==> src/rtl/pipeline_pkg.sv <==
// Shared pipeline definitions: hazard FSM state encoding, default widths.
package pipeline_pkg;

  typedef enum logic {
    RUN        = 1'b0,
    LOAD_STALL = 1'b1
  } hcu_state_e;

  localparam int DEFAULT_REG_ADDR_W = 5;
  localparam int PERF_CNT_W         = 32;

endpackage

==> src/rtl/load_use_detector.sv <==
// Flags when the instruction in ID reads the destination of a load still in EX.
module load_use_detector
  import pipeline_pkg::*;
#(
  parameter int REG_ADDR_W = DEFAULT_REG_ADDR_W
) (
  input  logic                  idex_mem_read_i,
  input  logic [REG_ADDR_W-1:0] idex_rt_i,
  input  logic [REG_ADDR_W-1:0] ifid_rs_i,
  input  logic [REG_ADDR_W-1:0] ifid_rt_i,
  input  logic                  ifid_uses_rt_i,
  output logic                  load_use_o
);

  logic rs_match;
  logic rt_match;

  assign rs_match = (idex_rt_i == ifid_rs_i);
  assign rt_match = ifid_uses_rt_i && (idex_rt_i == ifid_rt_i);

  // Register zero is hardwired, so a load targeting it never creates a hazard.
  assign load_use_o = idex_mem_read_i && (idex_rt_i != '0) && (rs_match || rt_match);

endmodule

==> src/rtl/hazard_control_unit.sv <==
// Pipe-register enable/flush generation for load-use, branch and memory-wait hazards.
// Define HAZARD_PERF_EN to build the saturating stall/flush performance counters.
module hazard_control_unit
  import pipeline_pkg::*;
#(
  parameter int REG_ADDR_W        = DEFAULT_REG_ADDR_W,
  parameter int LOAD_STALL_CYCLES = 1
) (
  input  logic                  clk,
  input  logic                  reset,
  input  logic [REG_ADDR_W-1:0] ifid_rs_i,
  input  logic [REG_ADDR_W-1:0] ifid_rt_i,
  input  logic                  ifid_uses_rt_i,
  input  logic                  idex_mem_read_i,
  input  logic [REG_ADDR_W-1:0] idex_rt_i,
  input  logic                  branch_taken_i,
  input  logic                  mem_ready_i,
  output logic                  pc_enable_o,
  output logic                  ifid_enable_o,
  output logic                  idex_enable_o,
  output logic                  exmem_enable_o,
  output logic                  memwb_enable_o,
  output logic                  ifid_flush_o,
  output logic                  idex_flush_o,
  output logic                  exmem_flush_o,
  output logic [PERF_CNT_W-1:0] stall_count_o,
  output logic [PERF_CNT_W-1:0] flush_count_o
);

  // First stall cycle happens in RUN, so the counter holds the bubbles still owed after the next one.
  localparam logic [1:0] STALL_INIT = (LOAD_STALL_CYCLES > 1) ? 2'(LOAD_STALL_CYCLES - 2) : 2'd0;

  hcu_state_e state_reg;
  logic [1:0] stall_cnt_reg;
  logic       load_use;
  logic       stall_active;

  load_use_detector #(
    .REG_ADDR_W (REG_ADDR_W)
  ) u_load_use_detector (
    .idex_mem_read_i (idex_mem_read_i),
    .idex_rt_i       (idex_rt_i),
    .ifid_rs_i       (ifid_rs_i),
    .ifid_rt_i       (ifid_rt_i),
    .ifid_uses_rt_i  (ifid_uses_rt_i),
    .load_use_o      (load_use)
  );

  assign stall_active = (state_reg == LOAD_STALL) || load_use;

  always_comb begin
    pc_enable_o    = 1'b1;
    ifid_enable_o  = 1'b1;
    idex_enable_o  = 1'b1;
    exmem_enable_o = 1'b1;
    memwb_enable_o = 1'b1;
    ifid_flush_o   = 1'b0;
    idex_flush_o   = 1'b0;
    exmem_flush_o  = 1'b0;
    if (!mem_ready_i) begin
      pc_enable_o    = 1'b0;
      ifid_enable_o  = 1'b0;
      idex_enable_o  = 1'b0;
      exmem_enable_o = 1'b0;
      memwb_enable_o = 1'b0;
    end else if (branch_taken_i) begin
      ifid_flush_o = 1'b1;
      idex_flush_o = 1'b1;
    end else if (stall_active) begin
      pc_enable_o   = 1'b0;
      ifid_enable_o = 1'b0;
      idex_flush_o  = 1'b1;
    end
  end

  always_ff @(posedge clk or negedge reset) begin
    if (!reset) begin
      state_reg     <= RUN;
      stall_cnt_reg <= 2'd0;
    end else if (mem_ready_i) begin
      if (branch_taken_i) begin
        state_reg     <= RUN;
        stall_cnt_reg <= 2'd0;
      end else if (state_reg == LOAD_STALL) begin
        if (stall_cnt_reg == 2'd0) begin
          state_reg <= RUN;
        end else begin
          stall_cnt_reg <= stall_cnt_reg - 2'd1;
        end
      end else if (load_use && (LOAD_STALL_CYCLES > 1)) begin
        state_reg     <= LOAD_STALL;
        stall_cnt_reg <= STALL_INIT;
      end
    end
  end

`ifdef HAZARD_PERF_EN
  logic [PERF_CNT_W-1:0] stall_count_reg;
  logic [PERF_CNT_W-1:0] flush_count_reg;

  always_ff @(posedge clk or negedge reset) begin
    if (!reset) begin
      stall_count_reg <= '0;
      flush_count_reg <= '0;
    end else if (mem_ready_i) begin
      if (!pc_enable_o && (stall_count_reg != '1)) begin
        stall_count_reg <= stall_count_reg + 1'b1;
      end
      if (branch_taken_i && (flush_count_reg != '1)) begin
        flush_count_reg <= flush_count_reg + 1'b1;
      end
    end
  end

  assign stall_count_o = stall_count_reg;
  assign flush_count_o = flush_count_reg;
`else
  assign stall_count_o = '0;
  assign flush_count_o = '0;
`endif

endmodule

==> config.mk <==
export PLATFORM = sky130hd
export DESIGN_NAME = hazard_control_unit
export DESIGN_NICKNAME = d
export VERILOG_FILES = /design/src/rtl/pipeline_pkg.sv /design/src/rtl/load_use_detector.sv /design/src/rtl/hazard_control_unit.sv
export SDC_FILE = /design/constraint.sdc
export NUM_CORES = 1
export LEC_CHECK = 0
export ABC_AREA = 1
export BUFFER_PORTS_ARGS = -buffer_cell sky130_fd_sc_hd__buf_2
export CELL_PAD_IN_SITES_DETAIL_PLACEMENT = 2
export CELL_PAD_IN_SITES_GLOBAL_PLACEMENT = 2
export CORE_MARGIN = 1.5
export CORE_UTILIZATION = 16
export CTS_CLUSTER_DIAMETER = 60
export DETAILED_ROUTE_END_ITERATION = 8
export PLACE_DENSITY_LB_ADDON = 0.15
export SLEW_MARGIN = 20
export SYNTH_ARGS = -nofsm -noshare
export SYNTH_HDL_FRONTEND = slang
export SYNTH_SLANG_ARGS = --single-unit
==> constraint.sdc <==
create_clock -name clk -period 2.22 [get_ports clk]
set_clock_uncertainty 0.1 [all_clocks]
set_input_delay 0.111 -clock clk [delete_from_list [all_inputs] [get_ports clk]]
set_output_delay 0.111 -clock clk [all_outputs]
set_load 0.005 [all_outputs]
### Word level (Yosys, flattened, before mapping)

Cells that the tools add are included.
Widths: inputs -> output; s select.

| storage, ports and cells | value |
|---|---|
| input port bits | 21 |
| flip-flop bits (word level) | 3 |
| word-level logic and storage cells | 30 |

| operators by class | value |
|---|---|
| muxes and demuxes | 15 |
| eq/ne operators | 3 |
| add/sub/neg operators | 1 |
| reduce and logical (&&, ||, !) cells | 9 |

Operators by type and width:

| cell | number |
|---|---|
| $mux 1 | 12 |
| $eq 5x5->1 | 2 |
| $mux 2 | 3 |
| $reduce_bool 5->1 | 1 |
| $logic_and 1x1->1 | 3 |
| $reduce_and 3->1 | 1 |
| $logic_not 2->1 | 1 |
| $logic_or 1x1->1 | 2 |
| $ne 2x2->1 const B | 1 |
| $reduce_bool 2->1 | 1 |
| $sub 2x1->2 const B | 1 |

### Longest topological paths before layout

Gate-level depths: netlist (run 1).

| depth | value |
|---|---|
| depth in word-level cells | 8 |
| mapped depth | 10 |
| depth with buffers taken out | 10 |

### Modules after synthesis

From an unflattened synthesis (run 1), not the netlist that was laid out.

| unflattened totals | value |
|---|---|
| cell total of the unflattened synthesis | 148 |
| area total of the unflattened synthesis | 907.1 µm² |

By module, submodules not included:

| module | times used | cells each | area an instance (µm²) | seq. area each (µm²) |
|---|---|---|---|---|
| hazard_control_unit | 1 | 96 | 700.7 | 75.1 |
| load_use_detector | 1 | 52 | 206.4 | 0.0 |

### Least setup slack after synthesis (run 1)

No wires, ideal clock.

| timing | value |
|---|---|
| path kind | flip-flop to flip-flop |
| start point | register stall_cnt_reg[0] |
| end point | register stall_cnt_reg[0] |
| arrival | 0.852 ns |
| path slack | 1.142 ns |
| library setup time | 0.126 ns |
| required time | 1.994 ns |
| period minus slack after synthesis | 1.078 ns |
| stages on the path, launching flop included | 7 |
| path through | dfrtp_1 -> inv_1 -> ha_1 -> nor2_1 -> nand2_1 -> nand2_1 -> o21ai_0 |

| on the way | value |
|---|---|
| cells in the longest elaborated chain, start to end | 4 |
| elaborated cells on any way between the ends | 7 |
| classes of those cells | add/sub (1); eq/ne (1); mux (3); reduce/logical (2) |

Ends and longest elaborated chain:

| item | line | text |
|---|---|---|
| start, declared | hazard_control_unit.sv:34 | `logic [1:0] stall_cnt_reg;` |
| start signal, assigned | hazard_control_unit.sv:88 | `stall_cnt_reg <= stall_cnt_reg - 2'd1;` |
| $sub 2x1->2 | hazard_control_unit.sv:88 |  |
| $mux 2 | hazard_control_unit.sv:85 | `if (stall_cnt_reg == 2'd0) begin` |
| $mux 2 | hazard_control_unit.sv:84 | `end else if (state_reg == LOAD_STALL) begin` |
| $mux 2 | hazard_control_unit.sv:81 | `if (branch_taken_i) begin` |

Several ways; a longest one is shown, not always the timed one. The select of a mux whose other input is x is not followed.
A chain may end at the register's enable or synchronous reset.

### Worst setup path after layout (run 1)

Ends and elaborated chain as after synthesis.

==> results of run 1 <==
cell usage after synthesis (all sizes together):
master   n  area [um^2]
nand3    3         15.0
nand4    1         6.26
ha       1         12.5
nand2   37          139
buf     69          518
o21ai    3         15.0
xnor2    1         8.76
dfrtp    3         75.1
nor2     9         33.8
inv     18         67.6
a211oi   1         7.51
conb     1         3.75
cell families after synthesis:
family          synth area share, %
xor+xnor                      0.971
simple gates                   21.5
flops                          8.32
compound gates                 2.50
other cells                   0.416
fa+ha+maj                      1.39
buf+inv                        64.9
power by group through the flow:
| stage | Clock (mW) | Sequential [mW] | Combinational [mW] |
|---|---|---|---|
| after floorplan | 0 | 0.0656 | 0.161 |
| after global placement | 0 | 0.0664 | 0.115 |
| after detailed placement | 0 | 0.0678 | 0.119 |
| after CTS | 0.169 | 0.0672 | 0.121 |
| after global routing | 0.174 | 0.0677 | 0.143 |
| final | 0.164 | 0.0668 | 0.120 |
timing repair:
| item | CTS | global route |
|---|---|---|
| resized for setup | 0 | 0 |
| hold buffers | 1 | 0 |
| endpoints found under the hold margin | 3 | 0 |
layer usage:
layer	track usage, %	up-vias	part of all wire, %
met2	11.5	55	55
met1	5.86	319	34
li1	-	352	-
met5	0	-	0
met3	1.28	2	9.8
met4	3.21	0	1.4
area by class of cell:
type | count | area, um^2 | share of cell area (%)
Multi-Input combinational cell | 121 | 482 | 53.3
Tap cell | 72 | 90.1 | 9.96
Sequential cell | 3 | 75.1 | 8.30
Clock buffer | 4 | 45.0 | 4.98
Inverter | 18 | 67.6 | 7.47
Timing Repair Buffer | 28 | 145 | 16.0
through the flow:
step	cell area, um^2	hold slack (ns)	std cells	total power, mW
after global placement	850	-0.193	241	0.181
after detailed placement	850	-0.188	241	0.186
after global routing	905	0.128	246	0.385
after floorplan	1140	-0.285	211	0.227
final	905	0.0857	246	0.351
after CTS	905	0.0903	246	0.357
worst max-delay path by stage:
stage / start / end / slack (ns)
detailed placement: idex_rt_i[2] / idex_flush_o / 0.96
floorplan: stall_cnt_reg[0]$_DFFE_PN0P_ / stall_cnt_reg[0]$_DFFE_PN0P_ / 1.14
CTS: idex_rt_i[2] / idex_flush_o / 0.95
global route: idex_rt_i[2] / ifid_enable_o / 0.81
finish: stall_cnt_reg[0]$_DFFE_PN0P_ / stall_cnt_reg[0]$_DFFE_PN0P_ / 0.98
global placement: idex_rt_i[2] / idex_flush_o / 0.93
==> summary.txt, run 1 <==
Synth
  • Mapped Avg Cell Area: 6.14 um^2
  • Synth Cell Area: 902 um^2
  • Seq cells post-synth: 3
  • Yosys Warn Count: 0
  • Sequential fraction of the synthesis area: 8.32%
  • Synth cell types: 13
  • Post-Synthesis Cells: 147

Floorplanning
  • Die Wd: 78.1 um
  • Die Ht: 78.1 um
  • Starting Density: 16.5%
  • Core Box Area: 0.00547 mm^2
  • # IOs: 93
  • Die footprint: 0.00610 mm^2
  • Std cell rows: 27

Timing
  • Setup slack after layout: 0.976 ns
  • Final slew viol count: 0
  • Final TNS setup: 0 ns
  • RSZ-0062 raised after global routing: no
  • Final setup vio count: 0
  • Fmax: 804 MHz
  • Final Hold Fails: 0
  • Final Cycle Share: 56.0%
  • Tmin final: 1.24 ns

Worst setup path
  • R2r setup slk: 0.98 ns
  • WS Path Type: flop to flop
  • CP bufs+invs: 1
  • Slowest cell on the critical path: dfrtp_1
  • Most numerous cell on the critical path: nand2_1
  • Reg2reg path depth: 7
  • CP peak stage delay: 0.36 ns
  • Startpoint types: flop
  • Worst Setup End Kind: flop
  • Reg2reg start: stall_cnt_reg[0]$_DFFE_PN0P_
  • CP Depth: 7
  • Critical path, cell by cell: inv_1 > ha_1 > nor2_1 > nand2_1 > nand2_1 > nand2_1 > o21ai_0
  • Worst endpoint required time: 2.25 ns
  • Worst EP arrival: 1.27 ns
  • Reg2reg end: stall_cnt_reg[0]$_DFFE_PN0P_
  • Worst-path maximum fanout: 4
  • Delay-heaviest family, CP: flip-flops

Min path
  • Hold Crit Class: primary input to flop
  • Hold path cells: 2
  • Hold_sp: mem_ready_i
  • Hold EP: state_reg$_DFFE_PN0P_

Power and ir drop
  • Peak supply drop: 0.000191 V
  • Internal power: 0.227 mW
  • Power share of the clock group: 46.7%
  • Pwr/cell area: 388 mW/mm^2
  • Net Sw Frac: 35.4%
  • NetSw: 0.124 mW
  • Flop pwr share: 19.0%
  • Leakage power: 0.619 nW
  • Comb pwr share: 34.2%

Placed design
  • Dpl ws: 0.958 ns
  • Detailed Place HPWL: 1.75 mm
  • I/O Buffers: 27
  • Routability cong.: 0.746

Detailed routing
  • Routed vias: 728
  • Detail Route Antenna Nets: 0
  • DRT iter0 DRCs: 30
  • Initial DRT Pass Iterations: 3
  • Drt via density: 2.96
  • Mean routed wirelength per cell: 7.65 um
  • Final WL: 1.88 mm
  • DRC Markers: 0

Cells and area
  • Most frequent cells in the layout: conb_1 (65), nand2_1 (37), buf_2 (27)
  • Core Util, Final: 16.5%
  • Share of layout cells above drive strength 1: 17.8%
  • Number of flip-flops in the largest register: 2
  • Commonest non-fill, non-tap cell in the layout: conb_1
  • P&R area growth vs syn: 0.277%
  • # fillers: 707
  • Ant diodes: 0
  • Nets: 197

Run status
  • Status: completed

Clock tree
  • CTS H-tree lvls: 1
  • Clock sinks: 3
  • Clock Tree Buf Depth: 2
  • Setup Fix Bufs, Post-CTS: 0
  • CTS clk-pin slew, worst paths: 0.03 ns
  • Root buf cell: clkbuf_8
  • Clock latency on the worst-skew pair: 0.22 ns
  • CTS tree: yes
  • TritonCTS buffer count: 3

GRT
  • Grt ovf: 0
  • First-pass GRT wire length: 2.82 mm
  • Number of antenna violations at the first check in global routing: 0
  • Pin count of the biggest net entering global routing: 9
  • Vias in the first global route: 672
  • GRT Total Usage: 5.96%

Flow run
  • Maxcap violations: 0
No activity file was read; power rests on OpenSTA's default activity.
==> inputs of run 2 (changes only) <==
--- a/config.mk
+++ b/config.mk
@@ -5,12 +5,12 @@
 export SDC_FILE = /design/constraint.sdc
 export NUM_CORES = 1
 export LEC_CHECK = 0
-export ABC_AREA = 1
+export ABC_AREA = 0
 export BUFFER_PORTS_ARGS = -buffer_cell sky130_fd_sc_hd__buf_2
 export CELL_PAD_IN_SITES_DETAIL_PLACEMENT = 2
 export CELL_PAD_IN_SITES_GLOBAL_PLACEMENT = 2
 export CORE_MARGIN = 1.5
-export CORE_UTILIZATION = 16
+export CORE_UTILIZATION = 14
 export CTS_CLUSTER_DIAMETER = 60
 export DETAILED_ROUTE_END_ITERATION = 8
 export PLACE_DENSITY_LB_ADDON = 0.15
==> constraint.sdc (replaced) <==
create_clock -name clk -period 1.11 [get_ports clk]
set_clock_uncertainty 0.1 [all_clocks]
set_input_delay 0.0555 -clock clk [delete_from_list [all_inputs] [get_ports clk]]
set_output_delay 0.0555 -clock clk [all_outputs]
set_load 0.005 [all_outputs]
==> summary.txt, run 2 <==
Run status
  • Status: finished, violations left
  • Violated checks: negative setup slack

Power and ir drop
  • Pwr/cell area: 797 mW/mm^2
  • Peak supply drop: 0.000211 V
  • Leakage power: 0.538 nW
  • Final Total Pwr: 0.795 mW

GRT
  • Pin count of the biggest net entering global routing: 10
  • First-pass GRT wire length: 3.06 mm
  • Number of antenna violations at the first check in global routing: 0
  • Vias in the first global route: 618
  • Grt ovf: 0
  • GRT Total Usage: 6.21%

Cells and area
  • Share of layout cells above drive strength 1: 35.7%
  • Multi-input logic area: 538 um^2
  • P&R area growth vs syn: 19.3%
  • Ant diodes: 0
  • Number of flip-flops in the largest register: 2
  • Most frequent cells in the layout: conb_1 (65), buf_2 (23), buf_4 (9)
  • # fillers: 703
  • Nets: 166
  • Register Area: 75.1 um^2
  • Commonest non-fill, non-tap cell in the layout: conb_1

Worst setup path
  • Worst Setup End Kind: primary output
  • Worst-path maximum fanout: 2
  • CP peak stage delay: 0.33 ns
  • Critical path, cell by cell: buf_6 > xor2_1 > nor4_2 > a32oi_1 > o311a_1 > buf_2
  • Slowest cell on the critical path: o311a_1
  • WS Path Type: primary input to primary output
  • Worst endpoint required time: 0.95 ns
  • Worst EP arrival: 1.20 ns
  • Startpoint types: primary input

Detailed routing
  • Mean routed wirelength per cell: 9.48 um
  • DRT iter0 DRCs: 1
  • DRC Markers: 0
  • Routed vias: 625
  • Detail Route Antenna Nets: 0
  • Drt via density: 2.91
  • Final WL: 2.04 mm
  • Initial DRT Pass Iterations: 3

Synth
  • Most common cell in the netlist: buf_4
  • Commonest cells in the netlist: buf_4 (69), xor2_1 (9)
  • Mapped Avg Cell Area: 7.81 um^2
  • Number of flops mapped to enable cells by yosys: 0
  • Yosys Warn Count: 0
  • Synth top area cells: buf_4 (62%), xor2_1 (9.4%), dfrtp_1 (9.0%)
  • Sequential fraction of the synthesis area: 8.98%
  • Seq cells post-synth: 3
  • Synth cell types: 19
  • Post-Synthesis Cells: 107
  • Asr flop ratio synth: 100%
  • Dominant cell type by area after synthesis: buf_4
  • Synth Cell Area: 836 um^2
  • Top_reg_cell synth: dfrtp_1
  • Top-area cell type share of the netlist area: 62.0%

Floorplanning
  • Die Wd: 80.3 um
  • Starting Density: 14.8%
  • Std cell rows: 27
  • Die Ht: 80.3 um
  • Core Box Area: 0.00564 mm^2
  • Die footprint: 0.00644 mm^2
  • # IOs: 93

Timing
  • Hold_ws: 0.0290 ns
  • Final slew viol count: 0
  • RSZ-0062 raised after global routing: yes
  • Final TNS setup: -1.01 ns
  • Fmax: 736 MHz
  • Final setup vio count: 5
  • Tmin final: 1.36 ns
  • Final Cycle Share: 122%
  • Final Hold Fails: 0
  • Setup slack after layout: -0.248 ns

Clock tree
  • CTS clk-pin slew, worst paths: 0.03 ns
  • CTS tree: yes
  • Root buf cell: clkbuf_8
  • CTS H-tree lvls: 1
  • Clock sinks: 3
  • Clock Tree Buf Depth: 2
  • TritonCTS buffer count: 3
  • Clock latency on the worst-skew pair: 0.22 ns

Min path
  • Hold Crit Class: primary input to flop

Placed design
  • Routability cong.: 0.673
  • I/O Buffers: 27
  • Detailed Place HPWL: 1.77 mm

Flow run
  • Maxcap violations: 0
run 2: cell count changes after synthesis, sizes merged, moves of 3 or more:
| cell | previous run | this run |
|---|---|---|
| nand3 | 3 | 0 |
| nor2 | 9 | 1 |
| xor2 | 0 | 9 |
| inv | 18 | 3 |
| nand2 | 37 | 0 |
| nor3 | 0 | 3 |
run 2: kinds of logic after synthesis:
logic type	share of synthesized area, %
buffers and inverters	63.3
AO/OA/AOI/OAI	7.63
XOR/XNOR	10.5
AND/OR/NAND/NOR	7.63
flip-flops	8.98
adder cells (fa/ha/maj)	1.50
other	0.449
run 2: final cells by class:
type,instances,share of cell area [%]
repair buffers,37,23.8
flip-flops and latches,3,7.53
inverters,3,1.13
clock buffers,4,4.52
multi-input cells,96,54.0
well taps,72,9.03
run 2: what timing repair did:
action / 4_1_cts / 5_1_grt
hold endpoints to repair: 3 / 0
pin swaps: 9 / 1
buffers inserted: 3 / 0
gates resized for setup: 15 / 3
hold buffers: 1 / 0
setup endpoints to repair: 5 / 5
run 2: path summary, 6_finish.rpt:
path | slack [ns] | cells past startpoint | startpoint | to
worst max register to register | -0.14 | 6 | stall_cnt_reg[1]$_DFFE_PN0P_ | stall_cnt_reg[0]$_DFFE_PN0P_
worst max-delay path | -0.25 | 6 | ifid_rt_i[2] | ifid_enable_o
max in group asynchronous | 0.72 | 2 | reset | stall_cnt_reg[1]$_DFFE_PN0P_
worst min-delay path | 0.03 | 2 | branch_taken_i | stall_cnt_reg[1]$_DFFE_PN0P_
min in group asynchronous | 0.08 | 2 | reset | stall_cnt_reg[0]$_DFFE_PN0P_
worst min register to register | 0.52 | 1 | state_reg$_DFFE_PN0P_ | state_reg$_DFFE_PN0P_
run 2: routing by layer:
| layer | vias up | global-route usage [%] | share of wire, % |
|---|---|---|---|
| li1 | 281 | - | - |
| met1 | 277 | 6.10 | 32 |
| met2 | 63 | 11.7 | 54 |
| met3 | 4 | 1.82 | 12 |
| met4 | 0 | 3.10 | 2.2 |
| met5 | - | 0 | 0 |
run 2: report_power, final:
part	total (mW)	switching, mW	internal, mW	leakage [nW]
Sequential	0.134	0.0114	0.123	0.0405
Clock	0.321	0.0758	0.245	0.0228
Combinational	0.340	0.179	0.161	0.475
run 2: stage by stage:
| step | std cells | setup slack [ns] | area (um^2) | utilization, % |
|---|---|---|---|---|
| after global placement | 207 | -0.357 | 841 | 14.9 |
| final | 215 | -0.248 | 997 | 17.7 |
| after floorplan | 171 | -0.137 | 1090 | - |
| after global routing | 215 | -0.345 | 997 | 17.7 |
| after detailed placement | 207 | -0.373 | 841 | 14.9 |
| after CTS | 215 | -0.279 | 982 | 17.4 |
run 2: worst max-delay path: cells and delay by family:
family	cells	cell delay [ns]
compound gates	2	0.49
simple gates	1	0.27
xor+xnor	1	0.16
buf+inv	2	0.22
